--- src/rtl/fpmul_pkg.sv ---
// rtl/fpmul_pkg.sv - shared state encoding and FP constants for the FpMul arbiter
package fpmul_pkg;

    typedef enum logic [1:0] {
        IDLE  = 2'd0,
        ISSUE = 2'd1,
        WAIT  = 2'd2,
        RESP  = 2'd3
    } state_t;

    localparam logic [31:0] FP_QNAN    = 32'h7FC00000;
    localparam logic [1:0]  RM_NEAREST = 2'b00;
    localparam logic [1:0]  RM_ZERO    = 2'b01;

endpackage

--- src/rtl/fpmul_arbiter_rr_picker.sv ---
// rtl/fpmul_arbiter_rr_picker.sv - combinational round-robin priority encoder (module rr_picker)
module rr_picker #(
    parameter int N  = 4,
    parameter int PW = (N > 1) ? $clog2(N) : 1
) (
    input  logic [N-1:0]  i_req,
    input  logic [PW-1:0] i_ptr,
    output logic [N-1:0]  o_grant,
    output logic [PW-1:0] o_idx,
    output logic          o_any
);

    // Scan from the farthest offset down to ptr so the nearest requester at or after ptr wins.
    always_comb begin
        o_idx = '0;
        o_any = 1'b0;
        for (int k = N - 1; k >= 0; k--) begin
            if (i_req[(int'(i_ptr) + k) % N]) begin
                o_any = 1'b1;
                o_idx = PW'((int'(i_ptr) + k) % N);
            end
        end
        o_grant = o_any ? (N'(1) << o_idx) : '0;
    end

endmodule

--- src/rtl/fpmul_arbiter.sv ---
// rtl/fpmul_arbiter.sv - round-robin sharing of one FpMul between N_REQ requesters; FPMUL_ARB_TIMEOUT_EN adds a WAIT watchdog
module fpmul_arbiter
    import fpmul_pkg::*;
#(
    parameter int N_REQ          = 4,
    parameter int D_LEN          = 32,
    parameter int TIMEOUT_CYCLES = 64
) (
    input  logic                   clk,
    input  logic                   rst_n,
    input  logic [N_REQ-1:0]       req_valid,
    output logic [N_REQ-1:0]       req_ready,
    input  logic [N_REQ*D_LEN-1:0] req_a,
    input  logic [N_REQ*D_LEN-1:0] req_b,
    input  logic [N_REQ*2-1:0]     req_rmode,
    output logic [N_REQ-1:0]       rsp_valid,
    input  logic [N_REQ-1:0]       rsp_ready,
    output logic [D_LEN-1:0]       rsp_data,
    output logic                   busy,
    output logic                   mul_start,
    output logic [D_LEN-1:0]       mul_a,
    output logic [D_LEN-1:0]       mul_b,
    output logic [1:0]             mul_round_mode,
    input  logic [D_LEN-1:0]       mul_result,
    input  logic                   mul_done
`ifdef FPMUL_ARB_TIMEOUT_EN
    ,
    output logic                   err_timeout
`endif
);

    localparam int PW = (N_REQ > 1) ? $clog2(N_REQ) : 1;

    state_t             r_state;
    logic [PW-1:0]      r_rr_ptr;
    logic [PW-1:0]      r_owner;
    logic               r_busy;
    logic               r_mul_start;
    logic [N_REQ-1:0]   r_rsp_valid;
    logic [D_LEN-1:0]   r_rsp_data;
    logic [D_LEN-1:0]   r_mul_a;
    logic [D_LEN-1:0]   r_mul_b;
    logic [1:0]         r_mul_rmode;

    logic [N_REQ-1:0]   w_grant;
    logic [PW-1:0]      w_idx;
    logic               w_any;

`ifdef FPMUL_ARB_TIMEOUT_EN
    localparam int WW = $clog2(TIMEOUT_CYCLES) + 1;
    logic [WW-1:0]      r_wdog;
    logic               r_err_timeout;
    assign err_timeout = r_err_timeout;
`endif

    rr_picker #(.N(N_REQ), .PW(PW)) u_picker (
        .i_req   (req_valid),
        .i_ptr   (r_rr_ptr),
        .o_grant (w_grant),
        .o_idx   (w_idx),
        .o_any   (w_any)
    );

    // Accept strobe is offered only while idle and never while reset is held.
    assign req_ready      = (r_state == IDLE && rst_n) ? w_grant : '0;
    assign rsp_valid      = r_rsp_valid;
    assign rsp_data       = r_rsp_data;
    assign busy           = r_busy;
    assign mul_start      = r_mul_start;
    assign mul_a          = r_mul_a;
    assign mul_b          = r_mul_b;
    assign mul_round_mode = r_mul_rmode;

    // Sequencer: grant -> one start pulse -> wait for done -> hold response until owner accepts.
    always_ff @(posedge clk or negedge rst_n) begin
        if (!rst_n) begin
            r_state     <= IDLE;
            r_rr_ptr    <= '0;
            r_owner     <= '0;
            r_busy      <= 1'b0;
            r_mul_start <= 1'b0;
            r_rsp_valid <= '0;
            r_rsp_data  <= '0;
            r_mul_a     <= '0;
            r_mul_b     <= '0;
            r_mul_rmode <= '0;
`ifdef FPMUL_ARB_TIMEOUT_EN
            r_wdog        <= '0;
            r_err_timeout <= 1'b0;
`endif
        end else begin
            r_mul_start <= 1'b0;
            case (r_state)
                IDLE: begin
                    if (w_any) begin
                        r_mul_a     <= req_a[w_idx*D_LEN +: D_LEN];
                        r_mul_b     <= req_b[w_idx*D_LEN +: D_LEN];
                        r_mul_rmode <= req_rmode[w_idx*2 +: 2];
                        r_owner     <= w_idx;
                        r_mul_start <= 1'b1;
                        r_busy      <= 1'b1;
                        r_state     <= ISSUE;
                    end
                end
                ISSUE: begin
`ifdef FPMUL_ARB_TIMEOUT_EN
                    r_wdog  <= '0;
`endif
                    r_state <= WAIT;
                end
                WAIT: begin
                    if (mul_done) begin
                        r_rsp_data  <= mul_result;
                        r_rsp_valid <= N_REQ'(1) << r_owner;
                        r_state     <= RESP;
                    end
`ifdef FPMUL_ARB_TIMEOUT_EN
                    else if (r_wdog == WW'(TIMEOUT_CYCLES - 1)) begin
                        r_rsp_data    <= D_LEN'(FP_QNAN);
                        r_rsp_valid   <= N_REQ'(1) << r_owner;
                        r_err_timeout <= 1'b1;
                        r_state       <= RESP;
                    end else begin
                        r_wdog <= r_wdog + 1'b1;
                    end
`endif
                end
                RESP: begin
                    if (rsp_ready[r_owner]) begin
                        r_rsp_valid <= '0;
                        r_rr_ptr    <= (r_owner == PW'(N_REQ - 1)) ? '0 : r_owner + 1'b1;
                        r_busy      <= 1'b0;
                        r_state     <= IDLE;
                    end
                end
                default: r_state <= IDLE;
            endcase
        end
    end

endmodule

--- config.mk ---
export PLATFORM = sky130hd
export DESIGN_NAME = fpmul_arbiter
export DESIGN_NICKNAME = d
export VERILOG_FILES = /design/src/rtl/fpmul_pkg.sv /design/src/rtl/fpmul_arbiter_rr_picker.sv /design/src/rtl/fpmul_arbiter.sv
export SDC_FILE = /design/constraint.sdc
export NUM_CORES = 1
export LEC_CHECK = 0
export CAP_MARGIN = 0
export CORE_AREA = 2 2 163 165
export CTS_BUF_LIST = sky130_fd_sc_hd__clkbuf_16
export DETAILED_ROUTE_END_ITERATION = 6
export DIE_AREA = 0 0 165 167
export PLACE_DENSITY = 0.62
export SYNTH_ARGS = -nofsm -noshare
export SYNTH_HDL_FRONTEND = slang
export SYNTH_HIERARCHICAL = 1
export SYNTH_SLANG_ARGS = --single-unit
--- constraint.sdc ---
create_clock -name clk -period 2.9 [get_ports clk]
set_clock_uncertainty 0.1 [all_clocks]
set_input_delay 0.29 -clock clk [delete_from_list [all_inputs] [get_ports clk]]
set_output_delay 0.29 -clock clk [all_outputs]
set_load 0.05 [all_outputs]
Yosys cells after proc, flatten, opt, wreduce, memory -nomap -nowiden
Cells that the tools add are included.
{"block": "totals", "ff_bits": 110, "input_bits": 307, "wordCells": 83}
{"block": "op_classes", "n_addsub": 4, "order_cmp": 5, "n_eq_ne": 7, "shift": 5, "mux": 36, "bitwise": 3, "reduce_logical": 13}
{"op": "variable part select 128 x 8 -> 32 bit", "count": 2}
{"op": "two-way mux 1 bit", "count": 16}
{"op": "two-way mux 2 bit", "count": 8}
{"op": "two-way mux 4 bit", "count": 4}
{"op": "less-than comparator 3 x 4 -> 1 bit, second input constant", "count": 3}
{"op": "binary-select mux 1 bit (select 2 bit)", "count": 5}
{"op": "AND reduction 3 bit", "count": 3}
{"op": "one-hot mux 2 bit (4 select lines)", "count": 1}
{"op": "one-hot mux 4 bit (2 select lines)", "count": 1}
{"op": "variable part select 8 x 4 -> 2 bit", "count": 1}
{"op": "<< shifter 1 x 2 -> 4 bit, first input constant", "count": 2}
{"op": "== test 2 bit, second input constant", "count": 3}
{"op": "less-than comparator 2 x 3 -> 1 bit, second input constant", "count": 2}
{"op": "AND reduction 2 bit", "count": 3}
{"op": "OR reduction 2 bit", "count": 3}
{"op": "adder 2 x 1 -> 2 bit, second input constant", "count": 2}
{"op": "adder 2 bit, second input constant", "count": 2}
{"op": "!= test 2 bit, second input constant", "count": 2}
{"op": "nonzero test 2 bit", "count": 2}
{"op": "bitwise AND 1 bit, first input constant", "count": 3}
{"op": "== test 2 x 1 -> 1 bit, second input constant", "count": 1}
{"op": "zero test 2 bit", "count": 1}
{"op": "!= test 2 x 1 -> 1 bit, second input constant", "count": 1}
{"op": "one-hot mux 1 bit (2 select lines)", "count": 1}
{"op": "logical AND 1 bit", "count": 1}

Longest topological paths before layout
Gate-level depths: netlist (run 1).
{"block": "logic_depth", "depth_word": 13, "ltp_mapped": 9, "depth_no_buf": 6}

By module
Netlist (run 1), hierarchy kept.
{"mod": "fpmul_arbiter", "n_inst": 1, "cells_each": 360, "area_each_um2": 6057.1, "seq_area_each_um2": 2752.6}
{"mod": "rr_picker", "n_inst": 1, "cells_each": 29, "area_each_um2": 182.7, "seq_area_each_um2": 0.0}

Least setup slack after synthesis (run 1)
No wires, ideal clock.
{"block": "synth_timing", "kind": "register -> register", "from": "reg r_rr_ptr[0]", "to": "reg r_mul_a[0] (netlist: mul_a[0])", "arrival_time_ns": 2.089, "required_ns": 2.675, "path_slack_ns": 0.586, "path_stages_with_launch": 8, "cell_sequence": "dfrtp_1 -> nor2_1 -> o21bai_1 -> a221oi_2 -> buf_6 -> buf_2 -> mux4_2 -> mux2_2"}
{"block": "synth_via", "elab_chain_cells": 9, "word_cells_on_any_way": 24}
{"element": "from (decl)", "line": "fpmul_arbiter.sv:35", "text": "logic [PW-1:0] r_rr_ptr;"}
{"element": "from (signal assigned)", "line": "fpmul_arbiter.sv:131", "text": "r_rr_ptr <= (r_owner == PW'(N_REQ - 1)) ? '0 : r_owner + 1'b1;"}
{"element": "adder 2 bit", "line": "fpmul_arbiter_rr_picker.sv:18, fpmul_arbiter_rr_picker.sv:20"}
{"element": "binary-select mux 1 bit (select 2 bit)", "line": "fpmul_arbiter_rr_picker.sv:18", "text": "if (i_req[(int'(i_ptr) + k) % N]) begin"}
{"element": "two-way mux 1 bit (not written as such) (2 in a row)", "line": "fpmul_arbiter_rr_picker.sv:18"}
{"element": "two-way mux 2 bit (3 in a row)", "line": "fpmul_arbiter_rr_picker.sv:18"}
{"element": "two-way mux 2 bit (*)", "line": "fpmul_arbiter_rr_picker.sv:18"}
{"element": "net w_idx[0]", "line": "fpmul_arbiter.sv:46", "text": "logic [PW-1:0] w_idx;"}
{"element": "variable part select 128 x 8 -> 32 bit (*)", "line": "fpmul_arbiter.sv:96", "text": "r_mul_a <= req_a[w_idx*D_LEN +: D_LEN];"}
{"element": "to (signal assigned)", "line": "fpmul_arbiter.sv:96"}
{"element": "to (decl)", "line": "fpmul_arbiter.sv:41", "text": "logic [D_LEN-1:0] r_mul_a;"}
Mark *: on every way through the listed nets, which the timed path passes. The rest lies on a longest branch. The select of a mux whose other input is x is not followed.
A chain may end at the register's enable or synchronous reset.

Worst setup path after layout (run 1)
{"block": "layout_timing", "from": "reg r_rr_ptr[0]", "to": "reg r_mul_a[9] (netlist: mul_a[9])"}
The elaborated chain is that of the path after synthesis.

==> results of run 1 <==
worst max path at each step:
stage	endpoint	depth (start not counted)
2_1_floorplan	mul_a[0]$_DFFE_PN0P_	7
3_3_place_gp	mul_b[27]$_DFFE_PN0P_	7
3_5_place_dp	mul_a[16]$_DFFE_PN0P_	7
4_1_cts	mul_a[9]$_DFFE_PN0P_	7
5_1_grt	mul_b[25]$_DFFE_PN0P_	7
6_report	mul_a[9]$_DFFE_PN0P_	7
layer usage:
layer,GRT usage [%],wire [um],vias to the layer above
li1,-,-,2354
met1,18.7,9010,2559
met2,29.6,11900,283
met3,5.73,2230,37
met4,5.37,566,2
met5,0,12,-
layout make-up:
type                       count  area (um^2)  area share, %
antenna                        2         5.00         0.0449
clock buffer                   9          225           2.02
clock inverter                 7         66.3          0.595
inverter                       7         26.3          0.236
multi-input combinational    243         3270           29.3
sequential                   110         2750           24.7
tap                          335          419           3.76
timing repair buffer         435         4390           39.3
where the power goes:
group / switching [mW] / internal [mW]
clock: 0.634 / 0.607
combinational: 4.42 / 3.63
sequential: 0.487 / 2.33
Yosys cell counts:
library cell,number
sky130_fd_sc_hd__o21bai_1,1
sky130_fd_sc_hd__inv_1,6
sky130_fd_sc_hd__nand2b_1,5
sky130_fd_sc_hd__nor2_2,1
sky130_fd_sc_hd__inv_2,1
sky130_fd_sc_hd__o21a_1,1
sky130_fd_sc_hd__o2bb2ai_1,2
sky130_fd_sc_hd__o221ai_2,1
sky130_fd_sc_hd__mux2i_1,1
sky130_fd_sc_hd__ha_1,7
sky130_fd_sc_hd__nor3_1,2
sky130_fd_sc_hd__o221a_1,1
sky130_fd_sc_hd__and3_1,5
sky130_fd_sc_hd__a221oi_2,1
sky130_fd_sc_hd__o31a_1,1
sky130_fd_sc_hd__o22a_1,1
sky130_fd_sc_hd__o32a_1,1
sky130_fd_sc_hd__nand2_1,11
sky130_fd_sc_hd__buf_2,18
sky130_fd_sc_hd__nor2b_1,7
sky130_fd_sc_hd__o21ai_0,6
sky130_fd_sc_hd__a31oi_1,4
sky130_fd_sc_hd__a21oi_1,4
sky130_fd_sc_hd__mux4_2,66
sky130_fd_sc_hd__buf_4,1
sky130_fd_sc_hd__buf_6,2
sky130_fd_sc_hd__mux2_4,29
sky130_fd_sc_hd__dfrtp_1,110
sky130_fd_sc_hd__o21ai_1,1
sky130_fd_sc_hd__clkbuf_1,4
sky130_fd_sc_hd__o211ai_1,1
sky130_fd_sc_hd__nor2_1,6
sky130_fd_sc_hd__o221ai_1,1
sky130_fd_sc_hd__buf_12,4
sky130_fd_sc_hd__mux2_2,73
sky130_fd_sc_hd__o22ai_1,2
sky130_fd_sc_hd__a21o_1,1
flip-flops by register name, summed over array words and instances, names as in the netlist:
name	cells
r_rr_ptr	2
r_state	2
mul_start	1
mul_b	32
mul_a	32
r_owner	2
busy	1
rsp_data	32
rsp_valid	4
mul_round_mode	2
per-stage QoR:
| stage | std cells | setup slack [ns] | utilization [%] | hold WS (ns) | power [mW] |
|---|---|---|---|---|---|
| global route | 1147 | 0.207 | 43.3 | 0.0193 | 12.7 |
| finish | 1148 | 0.350 | 43.3 | -0.0701 | 12.1 |
| global placement | 1130 | 0.208 | 42.1 | 0.386 | 10.9 |
| CTS | 1146 | 0.338 | 43.3 | 0.0248 | 12.3 |
| detailed placement | 1130 | 0.166 | 42.1 | 0.392 | 11.0 |
| floorplan | 389 | 0.586 | - | -0.106 | 8.20 |
worst register-to-register path, cell delays in order (launching register included):
cell and delay, ns:
sky130_fd_sc_hd__dfrtp_1 0.52, sky130_fd_sc_hd__nor2_1 0.11, sky130_fd_sc_hd__o21bai_1 0.20, sky130_fd_sc_hd__a221oi_4 0.30, sky130_fd_sc_hd__buf_12 0.23, sky130_fd_sc_hd__buf_12 0.19
sky130_fd_sc_hd__mux4_2 0.51, sky130_fd_sc_hd__mux2_4 0.27
kinds of logic (layout without fill, tap and decap cells):
kind of cell / Yosys count / after routing / synth area share, %
compound gates: 30 / 30 / 3.49
buf+inv: 36 / 458 / 3.87
fa+ha+maj: 7 / 7 / 1.40
other cells: 0 / 2 / 0
mux: 169 / 169 / 44.1
simple gates: 37 / 37 / 2.99
flops: 110 / 110 / 44.1
==> parameters.txt, run 1 <==
Parameter                              Value

Die
  Core box area    25800 um^2
  Number of I/O pins    a little over 400
  Die Height    167 um
  Initial core utilization    24.2%
  Number of rows in the core area    59
  Overall die width    165 um
  DIE AREA    27600 um^2

Clocking
  Number of clock buffers inserted by TritonCTS    9
  H-tree levels    3
  Clk slew on worst S/H paths    0.08 ns
  Number of buffers inserted to repair setup after CTS    0
  Cell chosen for the clock root    sky130_fd_sc_hd__clkbuf_16
  Gates resized, CTS repair    0
  TritonCTS clock tree    built
  Number of sinks handled by clock tree synthesis    110
  Worst-Skew Late Latency    0.35 ns
  Maximum number of buffers from clock root to sink    2
  Cts-stage hold buffer count    0

Worst setup path
  Path depth of the worst reg2reg path    7
  WP data required    3.03 ns
  Cell Chain, Critical Path    nor2_1, o21bai_1, a221oi_4, buf_12, buf_12, mux4_2, mux2_4
  Startpoint-to-endpoint class of the critical path    reg2reg
  Largest fanout on the critical path    16
  Arrival time reported for the critical path endpoint    about 2.7 ns
  Number of buffers and inverters on the critical path    2
  Cell type group with the largest total delay on the critical path    multiplexers
  CP Launch Type    flip-flop
  Endpoint type of the worst setup path    flip-flop
  Worst path max stage delay    0.52 ns
  R2R Path Start    r_rr_ptr[0]$_DFFE_PN0P_
  R2r endpoint    mul_a[9]$_DFFE_PN0P_
  Worst path slowest cell    sky130_fd_sc_hd__dfrtp_1
  Critical Path Most Common Cell    sky130_fd_sc_hd__buf_12
  Launching element of the worst setup path    r_rr_ptr[0]$_DFFE_PN0P_
  Setup slack, reg-to-reg    about 0.35 ns

Logic synthesis
  Post-synth cell types    37
  Post-synth top area share    44.1%
  Number of standard cells after synthesis    389
  Syn avg cell area    16.0 um^2
  Syn nets    703
  Warning count from the yosys run    6
  Total of flip-flops plus latches after synthesis    110
  Area of the mapped netlist    6240 um^2
  Post-synth top area cell    sky130_fd_sc_hd__dfrtp_1
  Cells taking the most area after synthesis    sky130_fd_sc_hd__dfrtp_1 (44%), sky130_fd_sc_hd__mux4_2 (24%), sky130_fd_sc_hd__mux2_2 (13%)
  Sequential area share after synthesis    44.1%

Power and ir drop
  Leakage dissipation    4.36 nW
  Areal power density over the cells    1090 nW/um^2
  Maximum vdd ir drop    0.000624 V

Timing
  Worst slew slack as a fraction of its limit    52.2%
  Slew at the pin closest to its max-slew limit    slightly above 0.7 ns
  Highest Clock Rate    0.392 GHz
  Setup repair after global routing missed its margin    false
  Final slew viol count    0
  Shortest clock period the worst path allows after layout    2.55 ns
  Post-route fraction of the period consumed by the critical path    between 80% and 90%
  Number of endpoints failing setup at the final stage    0
  Count of final hold-check violations    34
  Fin Hold WS    -0.0701 ns
  Total negative slack for setup checks    0 ns

Drt
  Routed via count    5235
  Routed WL    23800 um
  First-pass iteration count of the detailed router    4
  Remaining antenna violation count after routing    0
  First-iteration detailed-routing DRC count    203
  Number of vias per cell    4.56
  DRC violation count after routing    0
  Routed length per placed instance    20.7 um

Place
  Total cell area at the placement stage    10900 um^2
  Number of buffer cells added on primary ports    414
  Detailed placer's ending HPWL    18900 um
  Routability congestion estimate from global placement    0.816

Global route
  Maximum number of pins on one net before global-route repair    111
  Via count of the first global-routing pass    5659
  Wire length of the first global-routing pass    34400 um
  Total congestion overflow    0
  Overall global routing resource usage    16.8%
  Number of antenna violations at the first check in global routing    3

Final layout
  Final Instance Area    11200 um^2
  Final Net Count    1120
  Layout overhead on the synthesized area    78.8%
  Commonest cells after routing, fill and taps aside    sky130_fd_sc_hd__clkdlybuf4s50_1 (409), sky130_fd_sc_hd__dfrtp_1 (110), sky130_fd_sc_hd__mux2_2 (73), sky130_fd_sc_hd__mux4_2 (66), sky130_fd_sc_hd__mux2_4 (29)
  Leading cell type in the layout, fill and taps excluded    sky130_fd_sc_hd__clkdlybuf4s50_1
  Number of fill cells in the layout    2377
  Fraction of final layout cells sized beyond drive strength 1    26.4%

Status
  Violations in the final reports    negative hold slack
  Status    finished with violations

Flow run
  Number of violations of the max-capacitance limit    0

Min path
  Kind of path behind the tightest hold check    in2async
Note: power is estimated with default switching activity, not from simulation.
==> run 2, diff against run 1 <==
Settings changed: ABC_CLOCK_PERIOD_IN_PS set to 2900, SLEW_MARGIN set to 20.
==> results of run 2 <==
The final DEF is identical to that of run 1; final timing and power are the same.
